### config.mk
export PLATFORM = sky130hd
export DESIGN_NAME = mem_wb_writeback_flat
export DESIGN_NICKNAME = d
export VERILOG_FILES = /design/src/rtl/mem_wb_if.sv /design/src/rtl/mem_wb_writeback.sv /design/src/flat_wrapper.sv
export SDC_FILE = /design/constraint.sdc
export NUM_CORES = 1
export LEC_CHECK = 0
export CORE_MARGIN = 1.5
export CORE_UTILIZATION = 45
export DETAILED_ROUTE_END_ITERATION = 6
export PLACE_DENSITY = 0.77
export SETUP_SLACK_MARGIN = 0.5
export SLEW_MARGIN = 40
export SYNTH_ARGS = -nofsm -noshare
export SYNTH_HDL_FRONTEND = slang
export SYNTH_SLANG_ARGS = --single-unit
export TNS_END_PERCENT = 50
### constraint.sdc
create_clock -name clk -period 3.8 [get_ports clk]
set_clock_uncertainty 0.05 [all_clocks]
set_input_delay 0.95 -clock clk [delete_from_list [all_inputs] [get_ports clk]]
set_output_delay 0.95 -clock clk [all_outputs]
set_load 0.01 [all_outputs]
### src/rtl/mem_wb_if.sv
// MEM-to-writeback result handshake. A result transfers on a posedge where
// in_valid and in_ready are both 1; in_valid/payload must hold while in_ready=0.
interface mem_wb_if;
  logic        in_valid;
  logic        in_ready;
  logic        in_regwrite;
  logic        in_memtoreg;
  logic        in_link;
  logic [4:0]  in_rd;
  logic [31:0] in_alu_result;
  logic [31:0] in_mem_data;
  logic [31:0] in_pc_plus4;

  modport master (
    output in_valid, in_regwrite, in_memtoreg, in_link, in_rd,
           in_alu_result, in_mem_data, in_pc_plus4,
    input  in_ready
  );

  modport slave (
    input  in_valid, in_regwrite, in_memtoreg, in_link, in_rd,
           in_alu_result, in_mem_data, in_pc_plus4,
    output in_ready
  );
endinterface

### src/rtl/mem_wb_writeback.sv
// Writeback stage: 2-entry result FIFO draining into the register file, with
// decode-stage busy/forwarding lookup over the queued (not yet issued) writes.
module mem_wb_writeback (
  input  logic        clk,
  input  logic        rst_n,
  mem_wb_if.slave     mem,
  input  logic        wb_hold,
  output logic        regwrite,
  output logic [4:0]  addr_write_reg,
  output logic [31:0] write_data,
  input  logic [4:0]  query_addr_1,
  input  logic [4:0]  query_addr_2,
  output logic        busy_1,
  output logic        busy_2,
  output logic [31:0] fwd_data_1,
  output logic [31:0] fwd_data_2,
  output logic [31:0] wb_count,
  output logic [1:0]  occupancy
);

  logic        we_q   [2];
  logic [4:0]  rd_q   [2];
  logic [31:0] data_q [2];

  logic [1:0]  count;
  logic        wr_ptr;
  logic        rd_ptr;

  logic        accept;
  logic        pop;
  logic        sel_we;
  logic [31:0] sel_data;

  logic        live [2];
  logic        young;
  logic        old;

  assign occupancy = count;
  assign mem.in_ready = rst_n && (count != 2'd2);
  assign accept = mem.in_valid && mem.in_ready;
  // Pop decision uses registered occupancy, so a fresh accept into an empty
  // queue always waits one edge before draining.
  assign pop = (count != 2'd0) && !wb_hold;

  always_comb begin
    sel_data = mem.in_alu_result;
    if (mem.in_link)
      sel_data = mem.in_pc_plus4;
    else if (mem.in_memtoreg)
      sel_data = mem.in_mem_data;
  end

  assign sel_we = mem.in_regwrite && (mem.in_rd != 5'd0);

  function automatic logic hit(input logic [4:0] q, input logic slot_live,
                               input logic slot_we, input logic [4:0] slot_rd);
    return slot_live && slot_we && (slot_rd == q) && (q != 5'd0);
  endfunction

  always_comb begin
    live[0] = (count == 2'd2) || ((count == 2'd1) && (rd_ptr == 1'b0));
    live[1] = (count == 2'd2) || ((count == 2'd1) && (rd_ptr == 1'b1));
    old     = rd_ptr;
    young   = (count == 2'd2) ? ~rd_ptr : rd_ptr;
  end

  // Youngest matching entry wins; the output register is excluded because the
  // register file will already hold its value by the time decode reads it.
  always_comb begin
    busy_1     = 1'b0;
    fwd_data_1 = 32'd0;
    busy_2     = 1'b0;
    fwd_data_2 = 32'd0;
    if (rst_n) begin
      if (hit(query_addr_1, live[young], we_q[young], rd_q[young])) begin
        busy_1     = 1'b1;
        fwd_data_1 = data_q[young];
      end else if (hit(query_addr_1, live[old], we_q[old], rd_q[old])) begin
        busy_1     = 1'b1;
        fwd_data_1 = data_q[old];
      end
      if (hit(query_addr_2, live[young], we_q[young], rd_q[young])) begin
        busy_2     = 1'b1;
        fwd_data_2 = data_q[young];
      end else if (hit(query_addr_2, live[old], we_q[old], rd_q[old])) begin
        busy_2     = 1'b1;
        fwd_data_2 = data_q[old];
      end
    end
  end

  always_ff @(posedge clk) begin
    if (accept) begin
      we_q[wr_ptr]   <= sel_we;
      rd_q[wr_ptr]   <= mem.in_rd;
      data_q[wr_ptr] <= sel_data;
    end
  end

  always_ff @(posedge clk) begin
    if (!rst_n) begin
      count          <= 2'd0;
      wr_ptr         <= 1'b0;
      rd_ptr         <= 1'b0;
      regwrite       <= 1'b0;
      addr_write_reg <= 5'd0;
      write_data     <= 32'd0;
      wb_count       <= 32'd0;
    end else begin
      if (accept)
        wr_ptr <= ~wr_ptr;
      if (pop) begin
        rd_ptr         <= ~rd_ptr;
        regwrite       <= we_q[rd_ptr];
        addr_write_reg <= rd_q[rd_ptr];
        write_data     <= data_q[rd_ptr];
        if (we_q[rd_ptr])
          wb_count <= wb_count + 32'd1;
      end else begin
        regwrite <= 1'b0;
      end
      case ({accept, pop})
        2'b10:   count <= count + 2'd1;
        2'b01:   count <= count - 2'd1;
        default: count <= count;
      endcase
    end
  end

endmodule

### src/flat_wrapper.sv
// flat-port wrapper written by rule: the top's interface ports become plain ports
module mem_wb_writeback_flat 
  (clk, rst_n, wb_hold, regwrite, addr_write_reg, write_data, query_addr_1, query_addr_2, busy_1, busy_2, fwd_data_1, fwd_data_2, wb_count, occupancy, mem_in_valid, mem_in_regwrite, mem_in_memtoreg, mem_in_link, mem_in_rd, mem_in_alu_result, mem_in_mem_data, mem_in_pc_plus4, mem_in_ready);
  mem_wb_if mem_i ();
  input  logic clk;
  input  logic rst_n;
  input  logic wb_hold;
  output logic regwrite;
  output logic [4:0] addr_write_reg;
  output logic [31:0] write_data;
  input  logic [4:0] query_addr_1;
  input  logic [4:0] query_addr_2;
  output logic busy_1;
  output logic busy_2;
  output logic [31:0] fwd_data_1;
  output logic [31:0] fwd_data_2;
  output logic [31:0] wb_count;
  output logic [1:0] occupancy;
  input wire logic [$bits(mem_i.in_valid)-1:0] mem_in_valid;
  input wire logic [$bits(mem_i.in_regwrite)-1:0] mem_in_regwrite;
  input wire logic [$bits(mem_i.in_memtoreg)-1:0] mem_in_memtoreg;
  input wire logic [$bits(mem_i.in_link)-1:0] mem_in_link;
  input wire logic [$bits(mem_i.in_rd)-1:0] mem_in_rd;
  input wire logic [$bits(mem_i.in_alu_result)-1:0] mem_in_alu_result;
  input wire logic [$bits(mem_i.in_mem_data)-1:0] mem_in_mem_data;
  input wire logic [$bits(mem_i.in_pc_plus4)-1:0] mem_in_pc_plus4;
  output wire logic [$bits(mem_i.in_ready)-1:0] mem_in_ready;
  assign mem_i.in_valid = mem_in_valid;
  assign mem_i.in_regwrite = mem_in_regwrite;
  assign mem_i.in_memtoreg = mem_in_memtoreg;
  assign mem_i.in_link = mem_in_link;
  assign mem_i.in_rd = mem_in_rd;
  assign mem_i.in_alu_result = mem_in_alu_result;
  assign mem_i.in_mem_data = mem_in_mem_data;
  assign mem_i.in_pc_plus4 = mem_in_pc_plus4;
  assign mem_in_ready = mem_i.in_ready;
  mem_wb_writeback u_core (.clk(clk), .rst_n(rst_n), .mem(mem_i), .wb_hold(wb_hold), .regwrite(regwrite), .addr_write_reg(addr_write_reg), .write_data(write_data), .query_addr_1(query_addr_1), .query_addr_2(query_addr_2), .busy_1(busy_1), .busy_2(busy_2), .fwd_data_1(fwd_data_1), .fwd_data_2(fwd_data_2), .wb_count(wb_count), .occupancy(occupancy));
endmodule
-- After elaboration in Yosys (flattened, before gate mapping)
Memory sizes are Yosys's and may differ from the RTL's. A register that Yosys moved wholly into a read port is not among the register bits.
Index checks and enable logic that the tools add are counted.
- bits of input ports: 118
- memories: 3
- memory bits (writable): 76
- flip-flop bits (word level): 74
- logic and storage cells: 84
- output and inout bits: 139
- reduce and logical (&&, ||, !) cells: 26
- bitwise logic cells: 4
- eq/ne operators: 9
- order comparisons: 2
- multiplexer cells: 30
- add/sub/neg operators: 3
- memories (memory ; depth ; width ; rd ports ; clocked after memory_dff ; wr ports ; line ; source):
    u_core.data_q ; 2 ; 32 ; 2 ; 1 ; 1 ; mem_wb_writeback.sv:23 ; logic [31:0] data_q [2];
    u_core.rd_q ; 2 ; 5 ; 2 ; 1 ; 1 ; mem_wb_writeback.sv:22 ; logic [4:0] rd_q [2];
    u_core.we_q ; 2 ; 1 ; 2 ; 1 ; 1 ; mem_wb_writeback.sv:21 ; logic we_q [2];
- operators by type and width (operator ; count):
    32-bit two-way mux ; 8
    32-bit by 1-bit adder with 32-bit output, second input constant ; 1
    1-bit two-way mux ; 21
    5-bit equality test ; 4
    1-bit logical AND ; 16
    5-bit nonzero test ; 3
    2-bit by 1-bit equality test with 1-bit output, second input constant ; 2
    2-bit equality test, second input constant ; 2
    2-bit greater-or-equal comparator, second input constant ; 2
    1-bit inverter with 2-bit output ; 2
    2-bit case mux with 2 select lines ; 1
    2-bit AND reduction ; 2
    2-bit nonzero test ; 2
    2-bit by 1-bit adder with 2-bit output, second input constant ; 1
    1-bit logical OR ; 2
    2-bit inequality test, second input constant ; 1
    1-bit inverter ; 2
    2-bit by 1-bit subtractor with 2-bit output, second input constant ; 1
    1-bit zero test ; 1

-- Logic depth before layout (Yosys ltp)
- word-level depth: 12
- gate-level depth with buffers: 11
- depth with buffers taken out: 8

-- Least setup slack after synthesis
No wires, ideal clock.
- kind: input to register
- start point: input rst_n
- end point: memory u_core.data_q[0][0], enable pin
- setup slack: 0.094 ns
- arrival time: 3.221 ns
- stages on the path: 4
- buffers on the path: 1
- data required time: 3.315 ns
- cell sequence: clkbuf_1 -> nor2b_1 -> nand2_1 -> nor2_1
- cells in the longest elaborated chain, start to end: 4
- ends and longest elaborated chain (what ; line ; source):
    start: declaration ; flat_wrapper.sv:6 ; input logic rst_n;
    1-bit logical AND ; mem_wb_writeback.sv:39 ; assign mem.in_ready = rst_n && (count != 2'd2);
    net mem_in_ready ; flat_wrapper.sv:27 ; output wire logic [$bits(mem_i.in_ready)-1:0] mem_in_ready;
    1-bit logical AND ; mem_wb_writeback.sv:40 ; assign accept = mem.in_valid && mem.in_ready;
    1-bit two-way mux ; mem_wb_writeback.sv:93 ; if (accept) begin
    1-bit two-way mux (implied by the code) ; mem_wb_writeback.sv:96 ; data_q[wr_ptr] <= sel_data;
    end: declaration ; mem_wb_writeback.sv:23 ;
The timed path passes the listed nets, and every way through them passes these cells.

-- Worst setup path after layout
- start point: register u_core.count[0] (netlist: u_core.occupancy[0])
- end point: output fwd_data_2[14]
- cells in the longest elaborated chain, start to end: 12
- elaborated cells between the ends (all ways): 27
- classes of those cells: eq/ne: 3; mux: 10; bitwise: 1; reduce/logical: 10; memory: 3
- ends and longest elaborated chain (what ; line ; source):
    start: declaration ; mem_wb_writeback.sv:25 ; logic [1:0] count;
    start signal: assignment ; mem_wb_writeback.sv:123 ; 2'b10: count <= count + 2'd1;
    start signal: assignment ; mem_wb_writeback.sv:124 ; 2'b01: count <= count - 2'd1;
    start signal: assignment ; mem_wb_writeback.sv:125 ; default: count <= count;
    2-bit by 1-bit equality test with 1-bit output ; mem_wb_writeback.sv:61, mem_wb_writeback.sv:62 ;
    1-bit logical AND, on equally long branches ; mem_wb_writeback.sv:62, mem_wb_writeback.sv:61 ;
    1-bit logical OR, on equally long branches ; mem_wb_writeback.sv:62, mem_wb_writeback.sv:61 ;
    1-bit two-way mux (implied by the code) (3 in series) ; mem_wb_writeback.sv:85 ; end else if (hit(query_addr_2, live[old], we_q[old], rd_q[old])) begin
    1-bit logical AND (3 in series) ; mem_wb_writeback.sv:57 ; return slot_live && slot_we && (slot_rd == q) && (q != 5'd0);
    32-bit two-way mux ; mem_wb_writeback.sv:85 ;
    32-bit two-way mux (*) ; mem_wb_writeback.sv:82 ; if (hit(query_addr_2, live[young], we_q[young], rd_q[young])) begin
    32-bit two-way mux (*) ; mem_wb_writeback.sv:74 ; if (rst_n) begin
    end: declaration ; flat_wrapper.sv:16 ; output logic [31:0] fwd_data_2;
Mark *: on every way between the ends. The rest lies on a longest branch, timed or not. The select of a mux whose other input is x is not followed.

==> impl_metrics.yaml <==
floorplanning:
  core_area_mm2: 0.0188
  dieArea_mm2: 0.0201
  die_w_um: 142
  pin_count: 257
  core.rowCount: 50
  die_h_um: 142
  start_util_pct: 46.2
worst_setup_path:
  critical_path.endpoint_type: "primary output"
  cp-start-kind: "flip-flop"
  startpoint: "u_core.occupancy[0]"
  crit_type: "reg2out"
  worstPathRequired_ns: 2.80
  path_max_fanout: 8
  worstPathArrival_ns: 3.03
  reg2reg_from: "u_core.occupancy[1]"
logic_synthesis:
  yosysTopAreaCellShare_pct: 26.3
  yosysSeqAreaShare_pct: 43.7
  synthCells: 901
  syn_area_mm2: 0.00867
  syn_avg_cell_area_um2: 9.62
  synthFlopType: "edfxtp_1"
  yosysTopAreaCell: "edfxtp_1"
  ys_types: 43
  synth_seq_cells: 151
  ys_async_sr_fraction_pct: 0
  syn-num-nets: 1023
  ys_top_cells_by_area: "edfxtp_1 26%, dfxtp_1 17%, mux2i_1 12%, nand2_1 9.4%, o31ai_2 4.3%"
  synth_enable_flop_cells: 76
  yosysWarningCount: 0
clock_network:
  cts_made_buffers: 17
  htreeDepth: 4
  clockBufferDepth: 2
  cts_num_sinks: 151
  clock_latency_ns: 0.43
  clk_pin_slew_ns: 0.06
  cts_tree: "yes"
  clockRootBuffer: "clkbuf_16"
cells_and_area:
  drive_gt1_share_pct: 23.2
  largest_reg_flops: 64
  regMostFlops: "u_core.data_q"
  fillers: 1392
  postLayoutCoreUtil_pct: 69.7
  reg.largest.list: "u_core.data_q: 64 flops, u_core.wb_count: 32 flops, u_core.write_data: 32 flops"
  fin_nets: 1319
  antenna_cells: 0
  design_area_mm2: 0.0131
  syn2layout_area_growth_pct: 51.0
global_routing:
  groute.usage.overall_pct: 27.3
  grt_pass1_wl_mm: 42.1
  antenna_found_initial: 0
  grt-ovfl-total: 0
  grt_max_degree: 143
  grt_pass1_vias: 7703
detailed_routing:
  wl_per_cell_um: 19.4
  drtIter0Drc: 640
  antenna_left: 0
  routed_wl_mm: 28.0
  remaining_drc_errors: 0
  firstDrtPassIters: 5
  vias: 7966
  viasPerCell: 5.52
timing:
  fin_ws_ns: -0.233
  finalCritPeriodShare_pct: 106
  finalHoldViolCount: 0
  rsz0062_at_grt: "yes"
  setup_tns_ns: -8.83
  tightest_slew_ns: 0.762
  hold-worst-slack_ns: 0.446
  finalCriticalPeriod_ns: 4.03
  slew_headroom_pct: 49.2
  setup_viol: 65
  finalMaxSlewViolations: 0
  fmax_mhz: 248
placement:
  io_buffer_count: 256
  post-dp-hpwl_mm: 17.3
  gp_congestion: 0.913
  dpl-instance-area_mm2: 0.0117
power_and_ir_drop:
  total_power_uw: 6470
  peakVddDrop_mv: 0.346
  leakage_uw: 0.00543
  p_per_area_mw_per_mm2: 495
flow_run:
  cap_viol_max_count: 0
status:
  failed_checks: "negative setup slack"
  status: "finished with violations"
min_path:
  hold_class: "reg2reg"
  hold_start: "u_core.write_data[6]"
area by class of cell:
class	instances	area (um2)	share of cell area (%)
clock buffer	21	482	3.68
clock inverter	11	85.1	0.650
inverter	11	41.3	0.316
multi-input combinational	674	5050	38.6
sequential	151	3790	29.0
tap	234	293	2.24
timing repair buffer	342	3340	25.5
power breakdown:
part	switching, uW	total (uW)	internal [uW]
logic	1490	2730	1240
clock network	720	1640	919
registers	154	2100	1950
total	2360	6470	4110
cells in the mapped netlist (2+ instances only):
master / n
clkbuf_1: 39
buf_6: 9
mux2i_2: 3
o21ai_0: 44
xor2_1: 22
and3_1: 4
nor4_2: 2
o211a_1: 37
or3_1: 9
a21boi_1: 3
and4_1: 3
nor4_4: 2
nor2_1: 15
buf_2: 6
buf_4: 3
mux2_2: 3
o21a_1: 4
o31ai_1: 2
dfxtp_1: 75
nand2b_1: 32
mux2i_1: 103
nand4_1: 11
nor4_1: 3
a21oi_1: 2
nor3_1: 5
a21boi_0: 4
and2_1: 27
ha_1: 4
buf_1: 8
edfxtp_1: 76
nand2_1: 217
nor2b_1: 5
o31ai_2: 30
nand3_1: 45
inv_1: 11
xnor2_1: 26
metrics by stage:
step | worst slack, ns | cells
floorplan | 0.366 | 901
global placement | -0.772 | 1371
detailed placement | -0.810 | 1371
CTS | -0.151 | 1438
global route | -0.370 | 1444
finish | -0.233 | 1444
what timing repair did:
| action | CTS | global route |
|---|---|---|
| hold buffers | 0 | 0 |
| gates resized for setup | 351 | 57 |
| endpoints found under the setup margin | 67 | 67 |
| pin swaps | 12 | 12 |
| gates cloned | 8 | 2 |
| buffers inserted | 27 | 4 |
cell families after synthesis:
group           after synthesis  synth area share, %
fa+ha+maj                     4                0.578
xor+xnor                     49                 5.04
flops                       151                 43.7
buf+inv                      76                 4.29
compound gates              127                 12.4
simple gates                385                 21.2
mux                         109                 12.8
per-layer routing:
metal	GRT usage [%]	vias up	wire (um)
met5	0	-	0
met4	10.0	0	590
met3	5.47	47	1640
met2	45.8	297	14200
met1	34.7	3849	11600
li1	-	3773	-
cells in the final DEF (no fill, tap or decap), types with 4 or more instances in the layout:
master,count
buf_2,62
xor2_1,22
o31ai_4,13
nand3_1,24
clkinv_4,4
nand3_2,11
clkbuf_16,20
buf_6,19
nand4_1,11
o31ai_2,19
nor3_1,5
xnor2_1,22
mux2i_2,4
nor2_1,12
o21a_1,4
dfxtp_1,73
and2_1,27
nand2b_1,32
a21boi_0,4
o21ai_0,44
buf_16,6
edfxtp_1,76
mux2i_1,95
clkdlybuf4s50_1,177
or3_1,8
buf_12,15
nor2b_1,4
nand2_1,217
inv_1,10
buf_4,48
o211a_1,37
mux2i_4,7
dlygate4sd2_1,8
nand3_4,10
critical path, stage by stage (launching register included):
cell	delay, ns
dfxtp_2	0.34
inv_2	0.05
ha_4	0.18
buf_12	0.13
xnor2_4	0.16
or3_1	0.36
a21oi_2	0.17
nor2_2	0.07
nor4_4	0.27
buf_6	0.18
buf_12	0.14
buf_4	0.13
mux2i_2	0.23
buf_2	0.18
path summary, 6_finish.rpt:
path              cells after the start              endpoint  slack [ns]
setup / recovery                     13        fwd_data_2[14]       -0.23
hold / removal                        1  u_core.write_data[6]        0.45
setup reg to reg                      8   u_core.wb_count[25]        1.26
hold reg to reg                       1  u_core.write_data[6]        0.45
No activity file was read; power rests on OpenSTA's default activity.
